File: src/rtl/gpu_scb_pkg.sv
// Shared definitions for the warp scoreboard family.
//   SCB_DEPTH / SCB_REG_W / SCB_NUM_CLR : default parameter values
//   scb_id_w()                          : entry ID width for a given depth
//   scb_entry_t                         : one scoreboard entry at default widths
package gpu_scb_pkg;

  localparam int SCB_DEPTH   = 4;
  localparam int SCB_REG_W   = 5;
  localparam int SCB_NUM_CLR = 2;

  // Depth 1 would give a zero-width ID; keep at least one bit.
  function automatic int scb_id_w(input int depth);
    return (depth <= 1) ? 1 : $clog2(depth);
  endfunction

  typedef struct packed {
    logic                 valid;
    logic                 src1_vld;
    logic                 src2_vld;
    logic                 dst_vld;
    logic [SCB_REG_W-1:0] src1;
    logic [SCB_REG_W-1:0] src2;
    logic [SCB_REG_W-1:0] dst;
  } scb_entry_t;

endpackage

File: src/rtl/scb_prio_enc.sv
// Lowest-index encoder over a request vector.
//   req_i   : one bit per slot, 1 = slot is a candidate (e.g. free)
//   idx_o   : index of the lowest set bit, 0 when none is set
//   found_o : at least one bit of req_i is set
module scb_prio_enc #(
  parameter int N     = 4,
  parameter int IDX_W = 2
) (
  input  logic [N-1:0]     req_i,
  output logic [IDX_W-1:0] idx_o,
  output logic             found_o
);

  // Scan from the top down so the lowest set bit is the last one written.
  always_comb begin
    idx_o   = '0;
    found_o = 1'b0;
    for (int i = N - 1; i >= 0; i--) begin
      if (req_i[i]) begin
        idx_o   = IDX_W'(i);
        found_o = 1'b1;
      end
    end
  end

endmodule

File: src/rtl/scoreboard_warp_param.sv
// Per-warp scoreboard with DEPTH in-flight entries and NUM_CLR completion ports.
// Flags RAW/WAW/WAR hazards of the candidate instruction against live entries.
// All status outputs come from the "cleared view": current state with this
// cycle's completions and operand-read releases already applied, so a clear
// and a dependent issue can happen in the same cycle.
//   clk, rst          : clock, synchronous active-high reset
//   iss_*             : candidate instruction fields; iss_grt allocates alloc_id
//   rd_done_vld/_id   : operands of an entry have been read (drops its WAR sources)
//   clr_vld/clr_id    : per-port completion; port k id at [k*ID_W +: ID_W]
//   flush             : drop every entry next cycle, grant this cycle ignored
//   full, empty       : no free / all free entries in the cleared view
//   dependent         : candidate hazards with a live entry
//   alloc_id          : lowest free entry in the cleared view (0 when full)
//   occupancy         : live entries in the cleared view
//   err               : sticky protocol error, cleared only by rst
module scoreboard_warp_param
  import gpu_scb_pkg::*;
#(
  parameter int  DEPTH   = SCB_DEPTH,
  parameter int  REG_W   = SCB_REG_W,
  parameter int  NUM_CLR = SCB_NUM_CLR,
  localparam int ID_W    = scb_id_w(DEPTH)
) (
  input  logic                    clk,
  input  logic                    rst,
  input  logic [REG_W-1:0]        iss_src1,
  input  logic                    iss_src1_vld,
  input  logic [REG_W-1:0]        iss_src2,
  input  logic                    iss_src2_vld,
  input  logic [REG_W-1:0]        iss_dst,
  input  logic                    iss_dst_vld,
  input  logic                    iss_grt,
  input  logic                    rd_done_vld,
  input  logic [ID_W-1:0]         rd_done_id,
  input  logic [NUM_CLR-1:0]      clr_vld,
  input  logic [NUM_CLR*ID_W-1:0] clr_id,
  input  logic                    flush,
  output logic                    full,
  output logic                    empty,
  output logic                    dependent,
  output logic [ID_W-1:0]         alloc_id,
  output logic [ID_W:0]           occupancy,
  output logic                    err
);

  // Control state (reset) and register fields (no reset, don't-care when invalid)
  logic [DEPTH-1:0] valid_q, valid_d;
  logic [DEPTH-1:0] s1v_q, s1v_d;
  logic [DEPTH-1:0] s2v_q, s2v_d;
  logic [DEPTH-1:0] dv_q, dv_d;
  logic             err_q, err_d;
  logic [REG_W-1:0] src1_q [DEPTH];
  logic [REG_W-1:0] src2_q [DEPTH];
  logic [REG_W-1:0] dst_q  [DEPTH];

  logic [DEPTH-1:0] clr_mask, rd_mask;
  logic [DEPTH-1:0] valid_c, s1v_c, s2v_c;
  logic [DEPTH-1:0] haz;
  logic             clr_err, rd_err;
  logic             any_free;
  logic             we;
  logic [ID_W:0]    occ_c;

  // Completion ports: several ports may name the same entry; it is freed once.
  always_comb begin
    clr_mask = '0;
    clr_err  = 1'b0;
    for (int k = 0; k < NUM_CLR; k++) begin
      if (clr_vld[k]) begin
        clr_mask[clr_id[k*ID_W +: ID_W]] = 1'b1;
        if (!valid_q[clr_id[k*ID_W +: ID_W]]) clr_err = 1'b1;
      end
    end
  end

  always_comb begin
    rd_mask = '0;
    for (int i = 0; i < DEPTH; i++) begin
      rd_mask[i] = rd_done_vld && (rd_done_id == ID_W'(i));
    end
  end

  assign rd_err  = rd_done_vld && !valid_q[rd_done_id];
  assign valid_c = valid_q & ~clr_mask;
  assign s1v_c   = s1v_q & ~rd_mask;
  assign s2v_c   = s2v_q & ~rd_mask;

  scb_prio_enc #(
    .N     (DEPTH),
    .IDX_W (ID_W)
  ) u_free_enc (
    .req_i   (~valid_c),
    .idx_o   (alloc_id),
    .found_o (any_free)
  );

  always_comb begin
    occ_c = '0;
    for (int i = 0; i < DEPTH; i++) begin
      occ_c = occ_c + {{ID_W{1'b0}}, valid_c[i]};
    end
  end

  assign full      = !any_free;
  assign empty     = (valid_c == '0);
  assign occupancy = occ_c;
  assign err       = err_q;

  // RAW/WAW compare against the stored dst; WAR only against sources not yet read.
  for (genvar i = 0; i < DEPTH; i++) begin : g_haz
    logic raw, waw, war;
    assign raw = dv_q[i] && ((iss_src1_vld && (iss_src1 == dst_q[i])) ||
                             (iss_src2_vld && (iss_src2 == dst_q[i])));
    assign waw = iss_dst_vld && dv_q[i] && (iss_dst == dst_q[i]);
    assign war = iss_dst_vld && ((s1v_c[i] && (iss_dst == src1_q[i])) ||
                                 (s2v_c[i] && (iss_dst == src2_q[i])));
    assign haz[i] = valid_c[i] && (raw || waw || war);
  end

  assign dependent = |haz;

  // A grant overrides any clear or operand release landing on the same entry.
  assign we = iss_grt && any_free && !flush;

  always_comb begin
    valid_d = valid_c;
    s1v_d   = s1v_c;
    s2v_d   = s2v_c;
    dv_d    = dv_q;
    if (flush) begin
      valid_d = '0;
    end else if (we) begin
      valid_d[alloc_id] = 1'b1;
      s1v_d[alloc_id]   = iss_src1_vld;
      s2v_d[alloc_id]   = iss_src2_vld;
      dv_d[alloc_id]    = iss_dst_vld;
    end
    err_d = err_q | (!flush && ((iss_grt && !any_free) || clr_err || rd_err));
  end

  always_ff @(posedge clk) begin
    if (rst) begin
      valid_q <= '0;
      s1v_q   <= '0;
      s2v_q   <= '0;
      dv_q    <= '0;
      err_q   <= 1'b0;
    end else begin
      valid_q <= valid_d;
      s1v_q   <= s1v_d;
      s2v_q   <= s2v_d;
      dv_q    <= dv_d;
      err_q   <= err_d;
    end
  end

  always_ff @(posedge clk) begin
    if (we) begin
      src1_q[alloc_id] <= iss_src1;
      src2_q[alloc_id] <= iss_src2;
      dst_q[alloc_id]  <= iss_dst;
    end
  end

endmodule

File: config.mk
export PLATFORM = sky130hd
export DESIGN_NAME = scoreboard_warp_param
export DESIGN_NICKNAME = d
export VERILOG_FILES = /design/src/rtl/gpu_scb_pkg.sv /design/src/rtl/scb_prio_enc.sv /design/src/rtl/scoreboard_warp_param.sv
export SDC_FILE = /design/constraint.sdc
export NUM_CORES = 1
export LEC_CHECK = 0
export BUFFER_PORTS_ARGS = -buffer_cell sky130_fd_sc_hd__buf_2
export CAP_MARGIN = 25
export CORE_ASPECT_RATIO = 1.1
export CORE_MARGIN = 3
export CORE_UTILIZATION = 45
export DETAILED_ROUTE_END_ITERATION = 10
export GPL_TIMING_DRIVEN = 0
export PLACE_DENSITY = 0.7
export SLEW_MARGIN = 0
export SYNTH_ARGS = -nofsm -noshare
export SYNTH_HDL_FRONTEND = slang
export SYNTH_SLANG_ARGS = --single-unit
File: constraint.sdc
create_clock -name clk -period 2.85 [get_ports clk]
set_clock_uncertainty 0.2 [all_clocks]
set_input_delay 0 -clock clk [delete_from_list [all_inputs] [get_ports clk]]
set_output_delay 0 -clock clk [all_outputs]
set_load 0.02 [all_outputs]
### After elaboration in Yosys (flattened, before gate mapping)

Memories as Yosys holds them, arrays and structs flattened.
Index checks and enable logic that the tools add are counted.
W data, S select, Z words.

* $add $sub $neg: 3
* muxes and demuxes: 36
* bitwise logic cells: 10
* multipliers: 0
* reduce and logical (&&, ||, !) cells: 74
* divide/modulo/power cells: 0
* magnitude comparators: 7
* shifts and indexed selects: 0
* eq/ne operators: 23

Operators with widths (number)
* $eq A5 B5 Y1: 20
* $logic_and A1 B1 Y1: 48
* $mux W4: 7
* $logic_or A1 B1 Y1: 18
* $mux W1: 16
* $and A4 B4 Y4: 3
* $bwmux W4: 3
* $lt A2 B3 Y1 const B: 4
* $not A4 Y4: 3
* $mux W2: 4
* $or A4 B4 Y4: 2
* $bmux W1 S2: 3
* $demux W1 S2: 3
* $ge A2 B1 Y1 const B: 3
* $eq A2 B2 Y1 const B: 2
* $logic_not A4 Y1: 1
* $reduce_or A4 Y1: 1
* $add A2 B1 Y3: 1
* $add A3 B1 Y3: 1
* $logic_not A1 Y1: 3
* $add A1 B1 Y2: 1
* $eq A2 B1 Y1 const B: 1
* $logic_not A2 Y1: 1
* $reduce_and A2 Y1: 1
* other kinds (3): 3

* word-level logic and storage cells: 161
* register bits after elaboration: 17
* input bits: 31
* bits in latches: 0
* memories kept: 3
* bits in read-only memories: 0
* RAM bits: 60

Memory list
* dst_q: depth 4, bits a word 5, read ports 4, clocked after Yosys merged registers in 0, write ports 1, line scoreboard_warp_param.sv:54 `logic [REG_W-1:0] dst_q [DEPTH];`
* src1_q: depth 4, bits a word 5, read ports 4, clocked after Yosys merged registers in 0, write ports 1, line scoreboard_warp_param.sv:52 `logic [REG_W-1:0] src1_q [DEPTH];`
* src2_q: depth 4, bits a word 5, read ports 4, clocked after Yosys merged registers in 0, write ports 1, line scoreboard_warp_param.sv:53 `logic [REG_W-1:0] src2_q [DEPTH];`

### Depth between registers and ports, before layout

Gate-level depths: netlist of run 1.

* depth in word-level cells: 21
* gate-level depth with buffers: 8

### By module

A second synthesis of run 1 with hierarchy kept.

* cell total of the unflattened synthesis: 341
* area total of the unflattened synthesis: 4023.9 sq um

By module, submodules not included
* scoreboard_warp_param: cells an instance 334, area each 3988.8 sq um, times used 1
* scb_prio_enc: cells an instance 7, area each 35.0 sq um, times used 1

### Worst setup path before layout of run 1

OpenSTA, ideal clock, no wires.

* path kind: register to register
* start point: register valid_q[0]
* end point: memory dst_q[1][0] in the netlist's numbering (enable)
* data arrival time: 1.447 ns
* setup time: 0.331 ns
* path buffers: 0
* stages on the path, launching flop included: 6
* clock period less this slack: 1.978 ns
* path slack: 0.872 ns
* data required time: 2.319 ns
* path through: dfxtp_1 > o221ai_4 > inv_4 > ha_1 > or3b_1 > inv_2

* cells in the longest elaborated chain, start to end: 7
* elaborated cells between the ends (all ways): 8
* those cells by class: 4 x mux; 2 x bitwise; 2 x reduce/logical

RTL lines
* start: declaration: line scoreboard_warp_param.sv:47 `logic [DEPTH-1:0] valid_q, valid_d;`
* start signal: assignment: line scoreboard_warp_param.sv:149 `valid_q <= valid_d;`
* $and A4 B4 Y4 (*): line scoreboard_warp_param.sv:84 `assign valid_c = valid_q & ~clr_mask;`
* $not A4 Y4 (*): line scoreboard_warp_param.sv:92 `.req_i (~valid_c),`
* $mux W1: line scb_prio_enc.sv:19 `if (req_i[i]) begin`
* $logic_and A1 B1 Y1 (2 in series): line scoreboard_warp_param.sv:123 `assign we = iss_grt && any_free && !flush;`
* $mux W1: line scoreboard_warp_param.sv:158 `if (we) begin`
* $mux W1 (implied by the code): line scoreboard_warp_param.sv:161 `dst_q[alloc_id] <= iss_dst;`
* end: declaration: line scoreboard_warp_param.sv:54

Mark *: on every way between the ends. The rest lies on a longest branch, timed or not.

### Final worst setup path of run 1

* start point: input clr_vld[1]
* end point: output occupancy[1]

* cells in the longest elaborated chain, start to end: 6

RTL lines
* start: declaration: line scoreboard_warp_param.sv:35 `input logic [NUM_CLR-1:0] clr_vld,`
* $mux W4 (*): line scoreboard_warp_param.sv:69 `if (clr_vld[k]) begin`
* $not A4 Y4 (*): line scoreboard_warp_param.sv:84
* $and A4 B4 Y4 (*): line scoreboard_warp_param.sv:84
* $add A1 B1 Y2: line scoreboard_warp_param.sv:100 `occ_c = occ_c + {{ID_W{1'b0}}, valid_c[i]};`
* $add A2 B1 Y3: line scoreboard_warp_param.sv:100
* $add A3 B1 Y3 (*): line scoreboard_warp_param.sv:100
* end: declaration: line scoreboard_warp_param.sv:42 `output logic [ID_W:0] occupancy,`

Marked as above.

==> metrics.txt, run 1 <==
hold path endpoint=s2v_q[3]; Hold Vio Cnt, Final=0; flops & latches, synth=77; CTS root buffer=clkbuf_8; Inserted Clock Buffers=9; slowest stage delay, CP=0.52 ns; Cell Rows=36; Area Overhead vs Synth=19.19%; WP buf/inv=4; Final Cycle Share=0.9071; sequential fraction of the synthesis area=0.5157; pwr dens=492.8 mW/mm^2; n_diodes=0; drt via density=5.409; Die Span Y=106.8 um; DIE AREA=0.01042 mm^2; Worst Hold Class=in2reg; post-layout util=0.5551; max-slew violations=0; TritonRoute pass-1 iters=4; RSZ-0062 raised after global routing=no; H-tree Lvls=3; Sw Pwr=0.6001 mW; Synthesis Warnings=0; vias in the first global route=2945; GR Util All Layers=0.2005; CTS tree=done; Hold Path Origin=rd_done_id[1]; Die X=97.61 um; synthesized area per cell=12.36 um^2; reg2reg start=valid_q[0]; Least-Margin Pin Slew=0.6676 ns; worst hold path depth=5; Clock power frac=0.385; gpl congestion=0.9177; residual DRC count=0; crit end category=primary output; DRT iter0 DRCs=155; Clock transition at path regs=0.09 ns; crit path time final=2.585 ns; share of layout cells above drive strength 1=0.1966; fmax=386.8 MHz; crit-path max FO=8; Worst Path Required=2.65 ns; first-pass GRT wire length=15.82 mm; max-cap viol count=0; crit path DAT=2.39 ns; commonest non-fill, non-tap cell in the layout=xor2_1; crit path max-delay cell type=dlygate4sd3_1; Buffers on Ports=35; initial antenna violation count=0; VDD IR max=0.2993 mV; most frequent cells in the layout=80 x xor2_1, 60 x edfxtp_1, 35 x buf_2; Reg power frac=0.507; Final #Nets=444; Comb power frac=0.108; status=complete, no violations; R2R setup slack=0.55 ns; internal cell power=1.840 mW; Max clock buf depth=2; R2R Path End=src1_q[1][1]; CORE AREA=0.008919 mm^2; critical path depth=9; Mapped Cells=336; Leak Pwr=1.845 nW; slew margin rel.=0.5544; post-DP HPWL=6.703 mm; fin worst setup slack=0.2648 ns; Clock Sinks=77; Top delay family on crit path=buffers and inverters; DRT antenna net count=0; via count=2845; Setup WS pre-CTS=0.4913 ns; CTS resizes=0; PnR Total Power=2.440 mW; worst-path cell chain=dlygate4sd3_1 > buf_2 > nand2b_2 > o221ai_2 > fa_1 > inv_1 > ha_1 > ha_1 > buf_2; Critical Path Source Type=primary input; Clk Latency, worst-skew pair=0.34 ns; Crit Path Class=in2out; # IOs=40; largest net degree at the start of global routing=21; post-synth cell types=49; switching part of the total=0.2459; Routed WL=10.12 mm; Setup TNS Final=0 ns; FF-to-FF path depth=5; Starting Density=0.4658; total grt overflow=0; Final setup viols=0; synthesized cell area=0.004154 mm^2; DR WL/cell=19.23 um; syn_nets=373
==> repair_timing <==
item                                   in CTS  in global routing
endpoints found under the hold margin      77                  0
setup endpoints to repair                   0                  0
hold buffers                               25                  0
buffers inserted                            0                  0
==> power by group through the flow <==
stage | Sequential, mW | Clock (mW) | Combinational [mW]
2_1_floorplan | 1.26 | 0 | 0.136
3_3_place_gp | 1.26 | 0 | 0.230
3_5_place_dp | 1.26 | 0 | 0.237
4_1_cts | 1.24 | 0.941 | 0.263
5_1_grt | 1.24 | 0.998 | 0.286
6_report | 1.24 | 0.939 | 0.263
==> metrics by stage <==
step | instances | area (um^2) | hold WS [ns]
after CTS | 526 | 4951 | 0.009735
final | 526 | 4951 | 0.01858
after global routing | 526 | 4951 | 0.07907
after floorplan | 336 | 4154 | -0.1569
after global placement | 485 | 4472 | 0.06764
after detailed placement | 485 | 4472 | 0.07609
==> Yosys cell counts (all sizes together) <==
cell type   n  area, um^2
nand3      19       100.1
o41ai       1       16.27
a21oi      10       53.80
nand2      11       51.30
buf         6       60.05
ha          5       62.56
o221ai      4       82.58
a31oi       2       12.51
nand2b      3       21.27
nor3        3       20.02
nand4       9       56.30
xnor2      20       175.2
o22ai       1       6.260
a221oi      1       8.760
or3b        1       8.760
or3         1       6.260
mux2        1       11.26
nor4       21       152.6
nor2b       1       6.260
and2        4       25.02
nor2       19       78.82
and3        1       6.260
inv        14       55.05
a311oi      2       17.52
fa          1       20.02
xor2       80       700.7
edfxtp     60        1802
clkbuf      4       27.52
mux4        3       67.56
a211oi      1       7.510
nand3b      2       15.01
a41oi       1       8.760
mux2i       7       70.07
dfxtp      17       340.3
==> worst register-to-register path, delay by kind of cell (launching register included) <==
kind	cells	cell delay [ns]
adders and majority gates	1	0.13
buffers and inverters	2	0.48
DFF	1	0.48
and+or+nand+nor	1	0.43
AOI/OAI and AO/OA	1	0.24
==> cell type report <==
cell class                 count  area (um^2)
timing repair buffer          60        425.4
fill                         765         3968
inverter                      14        55.05
multi-input combinational    235         1869
clock buffer                   9        123.9
buffer                        10        87.58
clock inverter                 7        105.1
sequential                    77         2142
tap                          114        142.6
==> how the worst max path moves through the flow <==
stage,from,end,slack (ns)
after floorplan,valid_q[0],dst_q[1][0],0.87
after global placement,clr_id[3],src2_q[1][3],0.51
after detailed placement,clr_id[3],src2_q[1][1],0.49
after CTS,iss_dst[1],dependent,0.28
after global routing,clr_vld[1],occupancy[1],0.18
final,clr_vld[1],occupancy[1],0.26
==> sequential cells by signal, summed over array words and instances, names as in the netlist <==
signal and count:
dst_q 20, dv_q 4, err 1, s1v_q 4
s2v_q 4, src1_q 20, src2_q 20, valid_q 4
==> per-layer routing <==
layer / wire length (um) / GRT usage
met5: 0 / 0
met4: 211 / 0.07517
met3: 525 / 0.03969
met2: 5216 / 0.3590
met1: 4161 / 0.2382
==> kinds of logic after synthesis <==
family,count (synthesis),share of synthesized area
buf+inv,24,0.03433
flops,77,0.5157
compound gates,23,0.05151
fa+ha+maj,6,0.01988
simple gates,95,0.1319
xor+xnor,100,0.2108
mux,11,0.03584
Power figures use the tool's default switching activity.
==> inputs of run 2 (changes only) <==
--- a/config.mk
+++ b/config.mk
@@ -5,14 +5,13 @@
 export SDC_FILE = /design/constraint.sdc
 export NUM_CORES = 1
 export LEC_CHECK = 0
-export BUFFER_PORTS_ARGS = -buffer_cell sky130_fd_sc_hd__buf_2
 export CAP_MARGIN = 25
 export CORE_ASPECT_RATIO = 1.1
 export CORE_MARGIN = 3
 export CORE_UTILIZATION = 45
 export DETAILED_ROUTE_END_ITERATION = 10
+export DONT_BUFFER_PORTS = 1
 export GPL_TIMING_DRIVEN = 0
-export PLACE_DENSITY = 0.7
 export SLEW_MARGIN = 0
 export SYNTH_ARGS = -nofsm -noshare
 export SYNTH_HDL_FRONTEND = slang
==> run 2 against run 1 <==
Maximum frequency decreased by 3.8%. Final cell count decreased by 4.8%. Utilization decreased by 1.2 points. Global-route usage increased by 0.39 points. Sequential share of layout area increased by 0.92 points. Worst setup slack got worse by 0.10 ns. First-iteration DRC count decreased by 13%. Critical path depth decreased by 1.
==> metrics.txt, run 2 (synthesis gave the netlist of run 1 again) <==
status=complete, no violations; crit-path max FO=18; # IOs=40; Starting Density=0.4658; crit path DAT=2.77 ns; residual DRC count=0; GR Util All Layers=0.2044; post-DP HPWL=6.637 mm; fmax=372.1 MHz; Hold Vio Cnt, Final=0; R2R setup slack=0.16 ns; Worst Path Required=2.93 ns; H-tree Lvls=3; Finished Cell Area=0.004848 mm^2; M3 GR Usage=0.04880; commonest non-fill, non-tap cell in the layout=xor2_1; slowest stage delay, CP=0.56 ns; max-slew violations=0; DRT iter0 DRCs=135; Area Overhead vs Synth=16.72%; Inst Count DP=450; via count=2777; total grt overflow=0; drt via density=5.543; pwr dens=464.5 mW/mm^2; Final Cycle Share=0.9429; crit path max-delay cell type=dlygate4sd3_1; max-cap viol count=0; Largest regs=dst_q x20, src1_q x20, src2_q x20; initial antenna violation count=0; Setup TNS Final=0 ns; slew margin rel.=0.5460; WP buf/inv=3; vias in the first global route=2881; Post-Layout Cell Count=501; Inserted Clock Buffers=9; Final #Nets=420; DIE AREA=0.01042 mm^2; fin worst setup slack=0.1628 ns; M1 GR Usage=0.2610; Cell Rows=36; Clock Sinks=77; DR WL/cell=20.40 um; first-pass GRT wire length=16.00 mm; Fin Hold WS=0.01145 ns; Leak Pwr=1.733 nW; crit path time final=2.687 ns; CTS tree=done; Least-Margin Pin Slew=0.6748 ns; Clk Latency, worst-skew pair=0.33 ns; Die X=97.61 um; most frequent cells in the layout=80 x xor2_1, 60 x edfxtp_1, 36 x dlygate4sd3_1; Clock transition at path regs=0.08 ns; VDD IR max=0.2734 mV; Setup WS pre-CTS=0.5464 ns; post-layout util=0.5436; Routed WL=10.22 mm; Worst Hold Class=in2reg; placed inst area=0.004297 mm^2; TritonRoute pass-1 iters=4; Top delay family on crit path=buffers and inverters; crit end category=flop; share of layout cells above drive strength 1=0.1163; largest net degree at the start of global routing=21; CORE AREA=0.008919 mm^2; Max clock buf depth=2; Buffers on Ports=0; Final setup viols=0; Worst path most repeated cell=inv_4; M2 GR Usage=0.3330; Critical Path Source Type=flop; CTS root buffer=clkbuf_8; n_diodes=0; Crit Path Class=reg2reg; gpl congestion=0.8435; Die Span Y=106.8 um; GRT Max-Usage Layer=met2; DRT antenna net count=0; RSZ-0062 raised after global routing=no; worst-path cell chain=o221ai_4 > inv_4 > ha_1 > or3b_1 > inv_4 > nand2_1 > a21oi_1 > dlygate4sd3_1; PnR Total Power=2.252 mW
## run 2: cell count changes in the layout (fill, tap and decap cells not counted), moves of 2 or more
cell           change
buf_2             -35
inv_6              -2
dlygate4sd3_1     +11
clkinv_2           +2
## run 2: final cells by class
class | instances | area (um^2)
buffer | 10 | 87.58
clock buffer | 9 | 123.9
clock inverter | 6 | 65.06
fill | 761 | 4070
inverter | 14 | 57.56
multi-input combinational | 235 | 1869
sequential | 77 | 2142
tap | 114 | 142.6
timing repair buffer | 36 | 360.3
## run 2: final timing paths
path              depth (start not counted)       start       end
hold reg to reg                           2     dv_q[1]   dv_q[1]
setup / recovery                          8  valid_q[0]  s1v_q[1]
setup reg to reg                          8  valid_q[0]  s1v_q[1]
hold / removal                            4   clr_id[2]   dv_q[2]
## run 2: timing repair
| item | in CTS | in global routing |
|---|---|---|
| hold endpoints to repair | 93 | 0 |
| gates resized for setup | 0 | 2 |
| setup buffers | 0 | 0 |
| endpoints found under the setup margin | 0 | 1 |
| hold buffers | 36 | 0 |
## run 2: worst min-delay path, delay by kind of cell
kind	cells	cell delay [ns]
simple gates	2	0.29
mux	1	0.10
compound gates	1	0.13
## run 2: power by group
part | switching, mW | internal (mW) | total (mW)
Sequential | 0.0129 | 1.23 | 1.24
Combinational | 0.119 | 0.102 | 0.221
Clock | 0.393 | 0.399 | 0.792
## run 2: metal layers
metal	wire, um	share of wire
met1	4271	0.42
met2	4847	0.47
met3	681	0.067
met4	418	0.041
met5	0	0
==> inputs of run 3 (changes only) <==
--- a/config.mk
+++ b/config.mk
@@ -5,12 +5,12 @@
 export SDC_FILE = /design/constraint.sdc
 export NUM_CORES = 1
 export LEC_CHECK = 0
+export BUFFER_PORTS_ARGS = -buffer_cell sky130_fd_sc_hd__buf_2
 export CAP_MARGIN = 25
 export CORE_ASPECT_RATIO = 1.1
 export CORE_MARGIN = 3
 export CORE_UTILIZATION = 45
 export DETAILED_ROUTE_END_ITERATION = 10
-export DONT_BUFFER_PORTS = 1
 export GPL_TIMING_DRIVEN = 0
 export SLEW_MARGIN = 0
 export SYNTH_ARGS = -nofsm -noshare
==> run 3 against run 2 <==
Worst setup slack better by 0.026 ns. First-iteration DRC count down 6.7%. Global-route usage about the same. Critical path type unchanged. Highest routed layer unchanged.
==> metrics.txt, run 3 (synthesis gave the netlist of run 1 again) <==
H-tree Lvls=3; fmax=375.8 MHz; CORE AREA=0.008919 mm^2; Post-Layout Cell Count=525; Clock transition at path regs=0.08 ns; Fin Hold WS=0.01911 ns; PnR Total Power=2.174 mW; Reg power frac=0.569; Final setup viols=0; GR Util All Layers=0.2049; slew margin rel.=0.5181; most frequent cells in the layout=80 x xor2_1, 60 x edfxtp_1, 35 x buf_2; drt via density=5.352; gpl congestion=0.8602; commonest non-fill, non-tap cell in the layout=xor2_1; Least-Margin Pin Slew=0.7221 ns; VDD IR max=0.3190 mV; status=complete, no violations; Buffers on Ports=35; Largest regs=dst_q x20, src1_q x20, src2_q x20; DIE AREA=0.01042 mm^2; Final #Nets=444; total grt overflow=0; Clock power frac=0.311; Worst Path Required=2.93 ns; post-DP HPWL=6.954 mm; Critical Path Source Type=flop; area of the multi-input gates=0.001869 mm^2; RSZ-0062 raised after global routing=no; first-pass GRT wire length=16.01 mm; n_diodes=0; worst hold path depth=5; DR WL/cell=19.50 um; Routed WL=10.24 mm; CTS tree=done; Final Cycle Share=0.9337; DRT antenna net count=0; via count=2810; Leak Pwr=1.817 nW; Inst Count DP=485; DRT iter0 DRCs=126; Starting Density=0.4658; Fillers=800; Hold Path Origin=clr_vld[1]; Area Overhead vs Synth=17.35%; R2R setup slack=0.19 ns; FF-to-FF path depth=8; crit end category=flop; residual DRC count=0; R2R Path End=s2v_q[1]; internal cell power=1.635 mW; Cell Rows=36; Hold Vio Cnt, Final=0; initial antenna violation count=0; Worst Hold Class=in2reg; share of layout cells above drive strength 1=0.1825; Max clock buf depth=2; Clk Latency, worst-skew pair=0.34 ns; Die Span Y=106.8 um; switching part of the total=0.2479; Sw Pwr=0.5389 mW; CTS root buffer=clkbuf_8; Clock Sinks=77; Crit Path Class=reg2reg; crit path time final=2.661 ns; reg2reg start=valid_q[0]; pwr dens=445.9 mW/mm^2; TritonRoute pass-1 iters=4; crit path DAT=2.75 ns; Die X=97.61 um; vias in the first global route=2959; max-cap viol count=0; # IOs=40; largest net degree at the start of global routing=21; Setup TNS Final=0 ns; Inserted Clock Buffers=9; hold path endpoint=err; flip-flop and latch area=0.002142 mm^2; max-slew violations=0; crit-path max FO=18; Comb power frac=0.120
==> run 3: cell types whose count changed in the layout (fill, tap and decap cells not counted), sizes merged <==
cell | previous run | this run
buf | 6 | 41
bufinv | 1 | 0
clkinvlp | 1 | 0
dlygate4sd3 | 36 | 25
clkbuf | 13 | 15
==> run 3: worst max-delay path, cell delays in order (launching register included) <==
cell and delay, ns:
dfxtp_1 0.47, o221ai_4 0.23, inv_4 0.14, ha_1 0.14
or3b_1 0.46, inv_6 0.21, nand2_1 0.07, a21oi_1 0.12
dlygate4sd3_1 0.56
==> run 3: per-layer routing <==
| metal | wire length (um) | share of wire | track usage | vias up |
|---|---|---|---|---|
| met5 | 0 | 0 | 0 | - |
| met3 | 415 | 0.041 | 0.03904 | 10 |
| li1 | - | - | - | 1349 |
| met1 | 4448 | 0.43 | 0.2478 | 1387 |
| met2 | 5245 | 0.51 | 0.3673 | 64 |
| met4 | 125 | 0.012 | 0.06825 | 0 |
==> run 3: worst max-delay path by stage <==
| stage | start | endpoint | slack, ns | cells past startpoint |
|---|---|---|---|---|
| 2_1_floorplan | valid_q[0] | dst_q[1][0] | 0.87 | 5 |
| 3_3_place_gp | clr_id[1] | dst_q[1][1] | 0.46 | 6 |
| 3_5_place_dp | clr_id[3] | src2_q[1][0] | 0.40 | 6 |
| 4_1_cts | valid_q[0] | s2v_q[1] | 0.03 | 8 |
| 5_1_grt | valid_q[0] | s2v_q[1] | 0.03 | 8 |
| 6_report | valid_q[0] | s2v_q[1] | 0.19 | 8 |
==> run 3: cell type report <==
cell class | count | area share
flip-flops and latches | 77 | 0.4394
multi-input cells | 235 | 0.3835
repair buffers | 60 | 0.08727
well taps | 114 | 0.02926
clock buffers | 11 | 0.02695
plain buffers | 10 | 0.01797
inverters | 14 | 0.01232
clock inverters | 4 | 0.003337
==> run 3: metrics by stage <==
stage,setup WS [ns],utilization,area [um^2]
final,0.1891,0.5466,4875
after global routing,0.02926,0.5466,4875
after CTS,0.03038,0.5460,4870
after detailed placement,0.4014,0.5014,4472
after global placement,0.4635,0.5014,4472
after floorplan,0.8722,-,4154
==> run 3: timing repair <==
action,in CTS,in global routing
buffers inserted,0,0
endpoints found under the setup margin,0,2
hold endpoints to repair,77,0
gates resized for setup,0,3
hold buffers,25,0
==> run 3: power by group through the flow <==
| stage | registers (mW) | clock network, mW | logic, mW |
|---|---|---|---|
| 2_1_floorplan | 1.26 | 0 | 0.136 |
| 3_3_place_gp | 1.26 | 0 | 0.234 |
| 3_5_place_dp | 1.26 | 0 | 0.239 |
| 4_1_cts | 1.24 | 0.690 | 0.264 |
| 5_1_grt | 1.24 | 0.736 | 0.284 |
| 6_report | 1.24 | 0.675 | 0.261 |
